--- src/rtl/pocket_pad_conditioner.sv ---
// rtl/pocket_pad_conditioner.sv - per-pad button debounce, edge pulses and hot-plug clear
// Optional turbo gating built when POCKET_PAD_TURBO_EN is defined.
module pocket_pad_conditioner #(
  parameter int NUM_PADS       = 4,
  parameter int NUM_BUTTONS    = 16,
  parameter int DEBOUNCE_TICKS = 8,
  parameter int TURBO_TICKS    = 32
) (
  input  logic                            clk,
  input  logic                            reset_n,
  input  logic                            tick_i,
  input  logic [NUM_PADS*32-1:0]          key_i,
  input  logic [NUM_PADS*NUM_BUTTONS-1:0] turbo_mask_i,
  output logic [NUM_PADS*32-1:0]          key_o,
  output logic [NUM_PADS*NUM_BUTTONS-1:0] press_o,
  output logic [NUM_PADS*NUM_BUTTONS-1:0] release_o,
  output logic [NUM_PADS-1:0]             changed_o
);

  localparam int CW = (DEBOUNCE_TICKS < 1) ? 1 : $clog2(DEBOUNCE_TICKS + 1);
  localparam logic [CW-1:0] CNT_LAST = (DEBOUNCE_TICKS < 1) ? '0 : CW'(DEBOUNCE_TICKS - 1);

  typedef logic [NUM_BUTTONS-1:0] btn_t;

  logic [NUM_PADS-1:0][3:0]                   r_type;
  btn_t [NUM_PADS-1:0]                        r_stable;
  logic [NUM_PADS-1:0][NUM_BUTTONS-1:0][CW-1:0] r_cnt;
  btn_t [NUM_PADS-1:0]                        r_press;
  btn_t [NUM_PADS-1:0]                        r_release;
  logic [NUM_PADS-1:0]                        r_changed;

  logic [NUM_PADS-1:0][3:0]                   w_type_in;
  logic [NUM_PADS-1:0]                        w_hot;
  btn_t [NUM_PADS-1:0]                        w_raw;
  btn_t [NUM_PADS-1:0]                        w_stable_nxt;
  logic [NUM_PADS-1:0][NUM_BUTTONS-1:0][CW-1:0] w_cnt_nxt;
  btn_t [NUM_PADS-1:0]                        w_press;
  btn_t [NUM_PADS-1:0]                        w_release;
  logic [NUM_PADS-1:0]                        w_changed;
  btn_t [NUM_PADS-1:0]                        w_btn;
  logic                                       w_unused_key;

  always_comb begin
    for (int p = 0; p < NUM_PADS; p++) begin
      w_type_in[p] = key_i[32*p+28 +: 4];
      w_raw[p]     = key_i[32*p +: NUM_BUTTONS];
      w_hot[p]     = (w_type_in[p] != r_type[p]);
    end
  end

  always_comb begin
    w_unused_key = 1'b0;
    for (int p = 0; p < NUM_PADS; p++) begin
      w_unused_key = w_unused_key ^ (^key_i[32*p+NUM_BUTTONS +: 28-NUM_BUTTONS]);
    end
  end

  // A type change or an absent controller forces the pad back to all-released.
  always_comb begin
    w_stable_nxt = r_stable;
    w_cnt_nxt    = r_cnt;
    w_press      = '0;
    w_release    = '0;
    w_changed    = '0;
    for (int p = 0; p < NUM_PADS; p++) begin
      for (int b = 0; b < NUM_BUTTONS; b++) begin
        if (w_hot[p] || (r_type[p] == 4'd0)) begin
          w_stable_nxt[p][b] = 1'b0;
          w_cnt_nxt[p][b]    = '0;
        end else if (DEBOUNCE_TICKS == 0) begin
          w_stable_nxt[p][b] = w_raw[p][b];
          w_cnt_nxt[p][b]    = '0;
        end else if (w_raw[p][b] == r_stable[p][b]) begin
          w_cnt_nxt[p][b] = '0;
        end else if (tick_i) begin
          if (r_cnt[p][b] == CNT_LAST) begin
            w_stable_nxt[p][b] = w_raw[p][b];
            w_cnt_nxt[p][b]    = '0;
          end else begin
            w_cnt_nxt[p][b] = r_cnt[p][b] + CW'(1);
          end
        end
      end
      w_press[p]   = w_stable_nxt[p] & ~r_stable[p] & ~{NUM_BUTTONS{w_hot[p]}};
      w_release[p] = ~w_stable_nxt[p] & r_stable[p] & ~{NUM_BUTTONS{w_hot[p]}};
      w_changed[p] = |(w_press[p] | w_release[p]);
    end
  end

  always_ff @(posedge clk or negedge reset_n) begin
    if (!reset_n) begin
      r_type    <= '0;
      r_stable  <= '0;
      r_cnt     <= '0;
      r_press   <= '0;
      r_release <= '0;
      r_changed <= '0;
    end else begin
      r_type    <= w_type_in;
      r_stable  <= w_stable_nxt;
      r_cnt     <= w_cnt_nxt;
      r_press   <= w_press;
      r_release <= w_release;
      r_changed <= w_changed;
    end
  end

`ifdef POCKET_PAD_TURBO_EN
  localparam int TW = (TURBO_TICKS <= 1) ? 1 : $clog2(TURBO_TICKS);
  localparam logic [TW-1:0] TCNT_LAST = TW'(TURBO_TICKS - 1);

  logic [NUM_PADS-1:0]          r_phase;
  logic [NUM_PADS-1:0][TW-1:0]  r_tcnt;
  btn_t [NUM_PADS-1:0]          w_mask;

  always_comb begin
    for (int p = 0; p < NUM_PADS; p++) begin
      w_mask[p] = turbo_mask_i[p*NUM_BUTTONS +: NUM_BUTTONS];
      w_btn[p]  = r_stable[p] & (~w_mask[p] | {NUM_BUTTONS{r_phase[p]}});
    end
  end

  // A fresh press on a gated button restarts the phase so it is seen high at once.
  always_ff @(posedge clk or negedge reset_n) begin
    if (!reset_n) begin
      r_phase <= '1;
      r_tcnt  <= '0;
    end else begin
      for (int p = 0; p < NUM_PADS; p++) begin
        if (w_hot[p] || (|(w_press[p] & w_mask[p]))) begin
          r_phase[p] <= 1'b1;
          r_tcnt[p]  <= '0;
        end else if (tick_i) begin
          if (r_tcnt[p] == TCNT_LAST) begin
            r_phase[p] <= ~r_phase[p];
            r_tcnt[p]  <= '0;
          end else begin
            r_tcnt[p] <= r_tcnt[p] + TW'(1);
          end
        end
      end
    end
  end
`else
  logic w_unused_mask;

  assign w_unused_mask = ^turbo_mask_i;

  always_comb begin
    w_btn = r_stable;
  end
`endif

  always_comb begin
    key_o = '0;
    for (int p = 0; p < NUM_PADS; p++) begin
      key_o[32*p+28 +: 4]         = r_type[p];
      key_o[32*p +: NUM_BUTTONS]  = w_btn[p];
    end
  end

  assign press_o   = r_press;
  assign release_o = r_release;
  assign changed_o = r_changed;

endmodule

--- config.mk ---
export PLATFORM = sky130hd
export DESIGN_NAME = pocket_pad_conditioner
export DESIGN_NICKNAME = d
export VERILOG_FILES = /design/src/rtl/pocket_pad_conditioner.sv
export SDC_FILE = /design/constraint.sdc
export NUM_CORES = 1
export LEC_CHECK = 0
export CAP_MARGIN = 20
export CORE_ASPECT_RATIO = 0.7
export CORE_UTILIZATION = 35
export CTS_CLUSTER_SIZE = 30
export DETAILED_ROUTE_END_ITERATION = 8
export GPL_TIMING_DRIVEN = 0
export SYNTH_ARGS = -nofsm -noshare
export SYNTH_HDL_FRONTEND = slang
export SYNTH_SLANG_ARGS = --single-unit
--- constraint.sdc ---
create_clock -name clk -period 3.7 [get_ports clk]
set_input_delay 0.925 -clock clk [delete_from_list [all_inputs] [get_ports clk]]
set_output_delay 0.925 -clock clk [all_outputs]
set_load 0.01 [all_outputs]
======== After elaboration in Yosys (flattened, before gate mapping) ========
Index checks and enable logic that the tools add are counted.
storage, ports and cells
  flip-flop bits (word level) ............. 468
  bits of input ports ..................... 195
  word-level logic and storage cells ...... 897
operators by class
  bitwise logic cells ..................... 32
  add/sub/neg operators ................... 64
  eq/ne operators ......................... 132
  reduce and logical (&&, ||, !) cells .... 76
  muxes and demuxes ....................... 512
operators by type and width
  kind                                                 count
  two-way mux 4 bit                                    256
  adder 4 x 1 -> 4 bit, second input constant          64
  AND 16 bit                                           16
  equality test 4 x 3 -> 1 bit, second input constant  64
  two-way mux 1 bit                                    256
  NOT 16 bit                                           12
  nonzero test 3 bit                                   64
  equality test 1 bit                                  64
  OR 16 bit                                            4
  OR reduction 16 bit                                  4
  logical NOT 4 bit                                    4
  inequality test 4 bit                                4
  logical OR 1 bit                                     4

======== Depth between registers and ports, before layout ========
Gate-level depths: netlist of the first run.
  word-level depth ........................ 10
  mapped depth ............................ 10
  gate-level depth less buffers ........... 7

======== Worst setup path after synthesis of the first run ========
Ideal clock, no wire load.
  path type ............................... input to register
  start point ............................. input tick_i
  end point ............................... register r_changed[1] (netlist: changed_o[1])
  required time ........................... 3.576 ns
  path buffers ............................ 1
  library setup time ...................... 0.124 ns
  slack ................................... 0.967 ns
  stages .................................. 7
  arrival ................................. 2.609 ns
  cells stage by stage .................... buf_2 nand4b_1 o21ai_0 a2111oi_4 nand3_1 or4_1 a211o_1
on the way
  longest elaborated chain between the ends .. 8
ends and longest elaborated chain
  element                   RTL line  text
  start, declared           11        input logic tick_i,
  two-way mux 1 bit         75        end else if (tick_i) begin
  two-way mux 1 bit         73        end else if (w_raw[p][b] == r_stable[p][b]) begin
  two-way mux 1 bit         67        if (w_hot[p] || (r_type[p] == 4'd0)) begin
  NOT 16 bit                85        w_release[p] = ~w_stable_nxt[p] & r_stable[p] & ~{NUM_BUTTONS{w_hot[p]}};
  AND 16 bit (2 in series)  85
  OR 16 bit *               86        w_changed[p] = |(w_press[p] | w_release[p]);
  OR reduction 16 bit *     86
  via w_changed[1]          39        logic [NUM_PADS-1:0] w_changed;
  end signal, assigned      104       r_changed <= w_changed;
  end, declared             30        logic [NUM_PADS-1:0] r_changed;
The timed path passes the listed nets; every way through them passes the cells marked *.
A chain may end at the register's enable or synchronous reset.

======== Final worst setup path of the first run ========
  start point ............................. input tick_i
  end point ............................... register r_cnt[106] (netlist bit)
on the way
  longest elaborated chain between the ends .. 1
ends and longest elaborated chain
  element                              RTL line  text
  nonzero test 3 bit (no source line)  -
  end signal, assigned                 101       r_cnt <= w_cnt_nxt;
  end, declared                        27        logic [NUM_PADS-1:0][NUM_BUTTONS-1:0][CW-1:0] r_cnt;
No other way between the ends.

==> reports/metrics.yaml, run 1 <==
grt_util_all_layers_pct: 20.1
cts_buffer_depth: 3
nFillCells: 5963
register_area_mm2: 0.0117
r2r_end: "key_o[101]"
dp.cells: 3437
swShare_pct: 23.5
rr_startpoint: "key_o[124]"
avgSynthCellArea_um2: 10.0
clock_latency_ns: 0.60
synth_edf_count: 0
ctsHoldBuffers: 0
multi_input_comb_area_mm2: 0.0103
p_int_uw: 8630
crit_type: "input pin to flop"
diodes: 0
final_cells: 3531
rsz0062_at_grt: "no"
ys_warn_count: 0
pre_cts_ws_ns: -0.851
fin_crit_sh_pct: 94.9
r2r_setup_slack_ns: 0.75
avgViaCountPerCell: 5.20
p_comb_share_pct: 6.4
drtPass1Iterations: 5
gp_congestion: 0.829
die_area_mm2: 0.0658
min_period_ns: 3.51
portBuffers: 293
vias: 18400
cts-root-buf: "clkbuf_16"
cts_tree: "built"
yosysUniqueCellTypes: 60
outcome: "finished, final reports clean"
start_util_pct: 35.6
end_kind: "flop"
die_width_um: 306
ant_nets: 0
coreArea_mm2: 0.0636
slew_viol_final: 0
p_clk_share_pct: 47.8
grt_max_degree: 124
synth_commonest_cells: "dfrtp_1 (468), nor2_1 (320), nand2_1 (260)"
fmax_mhz: 285
syn_inst: 2264
utilization_pct: 45.1
ioPinCount: 455
synth_top_cell_by_area: "dfrtp_1"
drive_gt1_share_pct: 6.14
netlist_area_mm2: 0.0227
synthFlopType: "dfrtp_1"
seqPwrFrac_pct: 45.8
finalWirelength_mm: 67.0
worst-r2r-cell-count: 6
grt_overflow: 0
row_count: 77
hold_viol: 0
power_density_mw_per_mm2: 393
synth.ff_latch_count: 468
synthArstFlopShare_pct: 100
hp-class: "input pin to asynchronous set/reset pin"
clk_pin_slew_worst_paths_ns: 0.06
first_global_vias: 18200
cts_made_buffers: 51
path_max_fanout: 10
crit_arrival_ns: 3.99
startpoint_type: "input pin"
power_leakage_uw: 0.0128
critical_path_required_ns: 4.18
drc: 0
synthTopCellsByArea: "dfrtp_1 (52%), mux2i_1 (5.8%), nor2_1 (5.3%)"
worst_slew_pin_slew_ns: 1.21
clock_sinks: 468
syn_to_final_growth_pct: 26.5
slew_headroom_pct: 19.4
cts_max_level: 2
yosysMostFrequentCell: "dfrtp_1"
antenna_found_initial: 1
die_y_um: 215
setup_viol_count_final: 0
drtIter0Drc: 1364
dp_hpwl_mm: 47.9
layout_setup_ws_ns: 0.190
power.switching_uw: 2650
fin_skew_ns: 0.0224
peakVddDrop_v: 0.000266
drv_cap: 0
synth_top_area_share_pct: 51.7
synth-seq-area-share_pct: 51.7
num-nets-final: 2920
wl_per_cell_um: 19.0
grt_pass1_wl_mm: 104
-- flip-flops by register name, summed over array words and instances (netlist names) --
| register | count |
|---|---|
| key_o | 80 |
| changed_o | 4 |
| press_o | 64 |
| r_cnt | 256 |
| release_o | 64 |
-- area by class of cell --
class / count / share of cell area [%]
flip-flops and latches: 468 / 40.8
multi-input cells: 1675 / 35.9
repair buffers: 297 / 10.6
clock buffers: 84 / 5.49
well taps: 829 / 3.62
plain buffers: 127 / 2.44
clock inverters: 10 / 0.624
inverters: 41 / 0.537
-- kinds of logic after synthesis --
group	count (synthesis)	synth area share, %
mux	131	5.79
compound gates	242	6.31
xor+xnor	156	6.03
flops	468	51.7
other cells	1	0.0165
simple gates	1034	23.0
fa+ha+maj	64	3.53
buf+inv	168	3.68
-- power groups by stage --
| stage | combinational [uW] | clock [uW] | sequential, uW |
|---|---|---|---|
| global placement | 704 | 0 | 5270 |
| global route | 795 | 5730 | 5160 |
| floorplan | 316 | 0 | 5260 |
| finish | 721 | 5390 | 5160 |
| CTS | 731 | 5540 | 5160 |
| detailed placement | 727 | 0 | 5260 |
-- worst max path at each step --
stage	start	endpoint	slack [ns]	depth (start not counted)
2_1_floorplan	tick_i	changed_o[1]	0.97	7
3_3_place_gp	reset_n	press_o[60]	-19.00	1
3_5_place_dp	tick_i	r_cnt[27]	-0.85	8
4_1_cts	tick_i	r_cnt[170]	0.02	9
5_1_grt	tick_i	changed_o[0]	0.0006	9
6_report	tick_i	r_cnt[106]	0.19	9
-- routing by layer --
layer  part of all wire [%]  wire length [um]  up-vias  global-route usage (%)
li1                       -                 -     8634                       -
met1                     47             31600     9177                    28.8
met2                     46             30600      480                    31.1
met3                    5.7              3790       63                    3.90
met4                    1.5               972        0                    4.67
met5                      0                 0        -                       0
-- critical path, stage by stage --
cell and delay, ns:
buf_2 0.27, buf_2 0.39, buf_2 0.49, clkbuf_1 0.51
buf_2 0.33, clkbuf_1 0.66, nand2_1 0.14, xor2_1 0.20
nor2_1 0.06
-- timing repair --
| action | CTS | global route |
|---|---|---|
| setup endpoints to repair | 21 | 20 |
| pin swaps | 0 | 0 |
| buffers inserted | 0 | 0 |
| resized for setup | 5 | 9 |
| gates cloned | 0 | 0 |
-- per-stage QoR --
stage / hold WS [ns] / total power (uW) / TNS [ns] / cell area [um2]
5_1_grt: 0.394 / 11700 / 0 / 28700
3_5_place_dp: 0.542 / 5980 / -81.37 / 26900
6_report: 0.354 / 11300 / 0 / 28700
2_1_floorplan: 0.507 / 5570 / 0 / 22800
3_3_place_gp: 0.519 / 5970 / -8912.72 / 26800
4_1_cts: 0.388 / 11400 / 0 / 28700
-- layout by cell type, fill, tap and decap left out, types with 8 or more instances in the layout --
cell type | netlist | routed
nor3b_1 | 44 | 44
a31oi_1 | 17 | 17
a21oi_1 | 120 | 120
and3_1 | 25 | 25
mux2i_1 | 131 | 131
nand4_1 | 71 | 71
conb_1 | 1 | 48
clkdlybuf4s50_1 | 0 | 292
nor4_1 | 41 | 41
xnor2_1 | 23 | 23
xor2_1 | 133 | 133
nand4b_1 | 51 | 51
o21ai_0 | 52 | 52
and4b_1 | 8 | 8
nand2b_1 | 25 | 25
clkbuf_1 | 49 | 64
or3_1 | 61 | 61
nor3_1 | 74 | 74
buf_2 | 18 | 20
nor2_1 | 320 | 320
nand2_1 | 260 | 260
nor2b_1 | 14 | 14
inv_1 | 41 | 41
clkbuf_8 | 0 | 13
ha_1 | 64 | 64
nand3b_1 | 10 | 10
buf_1 | 12 | 8
clkbuf_16 | 0 | 53
buf_4 | 48 | 48
dfrtp_1 | 468 | 468
(Power assumes the default switching activity.)
==> run 2, diff against run 1 <==
- CORE_ASPECT_RATIO: 0.7 -> 1.1
==> run 2 against run 1 <==
Against the previous run:
- hold slack got worse by 0.15 ns
- cell area rose by 0.76%
- global-route usage rose by 0.30 points
- largest cell class unchanged
==> reports/metrics.yaml, run 2 (synthesis gave the netlist of run 1 again) <==
crit_type: "input pin to flop"
clk_pin_slew_worst_paths_ns: 0.06  # about the same
cp.buffers_inverters: 3  # -3
grt_overflow: 0  # unchanged
gp_congestion: 0.847  # +2.2%
cts_max_level: 2  # unchanged
p_int_uw: 8990  # +4.2%
utilization_pct: 45.3  # +0.16 points
antenna_found_initial: 0  # -1
clock_latency_ns: 0.59  # about the same
startpoint_type: "input pin"
drtIter0Drc: 1253  # -8.1%
postCtsSetupRepairBufs: 0  # unchanged
setup_viol_count_final: 0  # unchanged
fin_skew_ns: 0.00871  # -0.0137 ns
path_cells: "buf_2 -> buf_2 -> buf_1 -> nand4b_1 -> nor4b_1 -> a22oi_1 -> o211ai_1 -> nor4_1 -> a41oi_1"
row_count: 97  # +26%
mostFrequentLayoutCell: "dfrtp_1"
drc: 0  # unchanged
p_comb_share_pct: 6.3  # about the same
min_period_ns: 3.47  # -0.0369 ns
layout_setup_ws_ns: 0.227  # +0.0369 ns
slew_headroom_pct: 31.5  # +12 points
p_clk_share_pct: 49.6  # +1.8 points
die_area_mm2: 0.0658  # about the same
ant_nets: 0  # unchanged
first_global_vias: 18600  # +2.1%
die_width_um: 245  # -20%
nFillCells: 6029  # +1.1%
cts-root-buf: "clkbuf_16"
num-nets-final: 2924  # +0.14%
peakVddDrop_v: 0.000252  # -5.3%
die_y_um: 269  # +25%
start_util_pct: 35.5  # -0.14 points
hold_viol: 0  # unchanged
clock_sinks: 468  # unchanged
path_max_fanout: 10  # unchanged
finalWirelength_mm: 67.5  # +0.83%
hp-class: "input pin to asynchronous set/reset pin"
drive_gt1_share_pct: 6.69  # +0.55 points
timing.hold.ws_ns: 0.205  # -0.149 ns
portBuffers: 293  # unchanged
diodes: 0  # unchanged
slew_viol_final: 0  # unchanged
swShare_pct: 23.1  # -0.35 points
path_delay_family: "buffers and inverters"
end_kind: "flop"
dp.cells: 3450  # +0.38%
grt_pass1_wl_mm: 105  # +1.2%
seqPwrFrac_pct: 44.1  # -1.7 points
worst_slew_pin_slew_ns: 1.03  # -0.181 ns
fmax_mhz: 288  # +1.1%
crit_top_cell: "buf_2"
power_leakage_uw: 0.0129  # +0.65%
crit_arrival_ns: 3.95  # -0.04 ns
avgViaCountPerCell: 5.20  # about the same
tns_ns: 0  # unchanged
vias: 18500  # +0.54%
largest-register: "r_cnt"
cts_buffer_depth: 3  # unchanged
syn_to_final_growth_pct: 27.5
pre_cts_ws_ns: -0.732  # +0.120 ns
cts_tree: "built"
power.switching_uw: 2710  # +2.2%
power_density_mw_per_mm2: 405  # +3.0%
dp_hpwl_mm: 48.3  # +0.89%
cts_made_buffers: 53  # +3.9%
outcome: "finished, final reports clean"
grt_max_degree: 117  # -5.6%
drv_cap: 0  # unchanged
fin_crit_sh_pct: 93.9  # -1.0 points
wl_per_cell_um: 19.0  # +0.38%
crit_slowest_cell: "buf_1"
grt_util_all_layers_pct: 20.4  # +0.30 points
drtPass1Iterations: 5  # unchanged
layout_common_cells: "dfrtp_1 (468), nor2_1 (320), clkdlybuf4s50_1 (292)"
rsz0062_at_grt: "no"
final_cells: 3547  # +0.45%
slowest_delay_ns: 0.81  # +0.15 ns
coreArea_mm2: 0.0638  # +0.40%
largest_reg_flops: 256  # unchanged
ioPinCount: 455  # unchanged
critical_path_required_ns: 4.18  # about the same
## run 2: layout make-up
| class | count | area (um2) | area share [%] |
|---|---|---|---|
| clock inverters | 29 | 460 | 1.59 |
| well taps | 841 | 1050 | 3.64 |
| clock buffers | 67 | 1450 | 5.02 |
| flip-flops and latches | 468 | 11700 | 40.5 |
| repair buffers | 299 | 3070 | 10.6 |
| plain buffers | 127 | 693 | 2.40 |
| multi-input cells | 1675 | 10300 | 35.6 |
| inverters | 41 | 154 | 0.533 |
## run 2: power by group through the flow
stage | combinational, uW | clock (uW) | sequential, uW
4_1_cts | 742 | 5930 | 5160
3_3_place_gp | 712 | 0 | 5270
6_report | 732 | 5800 | 5160
3_5_place_dp | 738 | 0 | 5260
5_1_grt | 803 | 6120 | 5160
2_1_floorplan | 316 | 0 | 5260
## run 2: per-layer routing
metal	track usage (%)	routed length [um]
met1	26.8	29400
met3	3.14	3500
met4	6.33	1600
met5	0	0
met2	34.4	33000
## run 2: metrics by stage
step / power, uW / area (um2)
final: 11700 / 28900
after global routing: 12100 / 28900
after CTS: 11800 / 28900
after detailed placement: 5990 / 27000
after global placement: 5980 / 26800
after floorplan: 5570 / 22800
## run 2: worst register-to-register path: cells and delay by family, from the launching register on
kind,cells,cell delay (ns)
buffers and inverters,3,1.20
flip-flops,1,0.42
AND/OR/NAND/NOR,3,1.11
## run 2: timing repair
item / 4_1_cts / 5_1_grt
hold buffers: 0 / 0
endpoints found under the setup margin: 7 / 39
resized for setup: 2 / 11
endpoints found under the hold margin: 0 / 0
## run 2: worst paths after layout
path / start / to / slack (ns) / depth (start not counted)
worst max-delay path: tick_i / changed_o[0] / 0.23 / 9
worst min-delay path: reset_n / release_o[60] / 0.21 / 1
worst max register to register: key_o[124] / press_o[49] / 0.84 / 6
worst min register to register: r_cnt[215] / r_cnt[215] / 0.55 / 2
max in group asynchronous: reset_n / press_o[23] / 2.05 / 3
min in group clk: r_cnt[215] / r_cnt[215] / 0.55 / 2
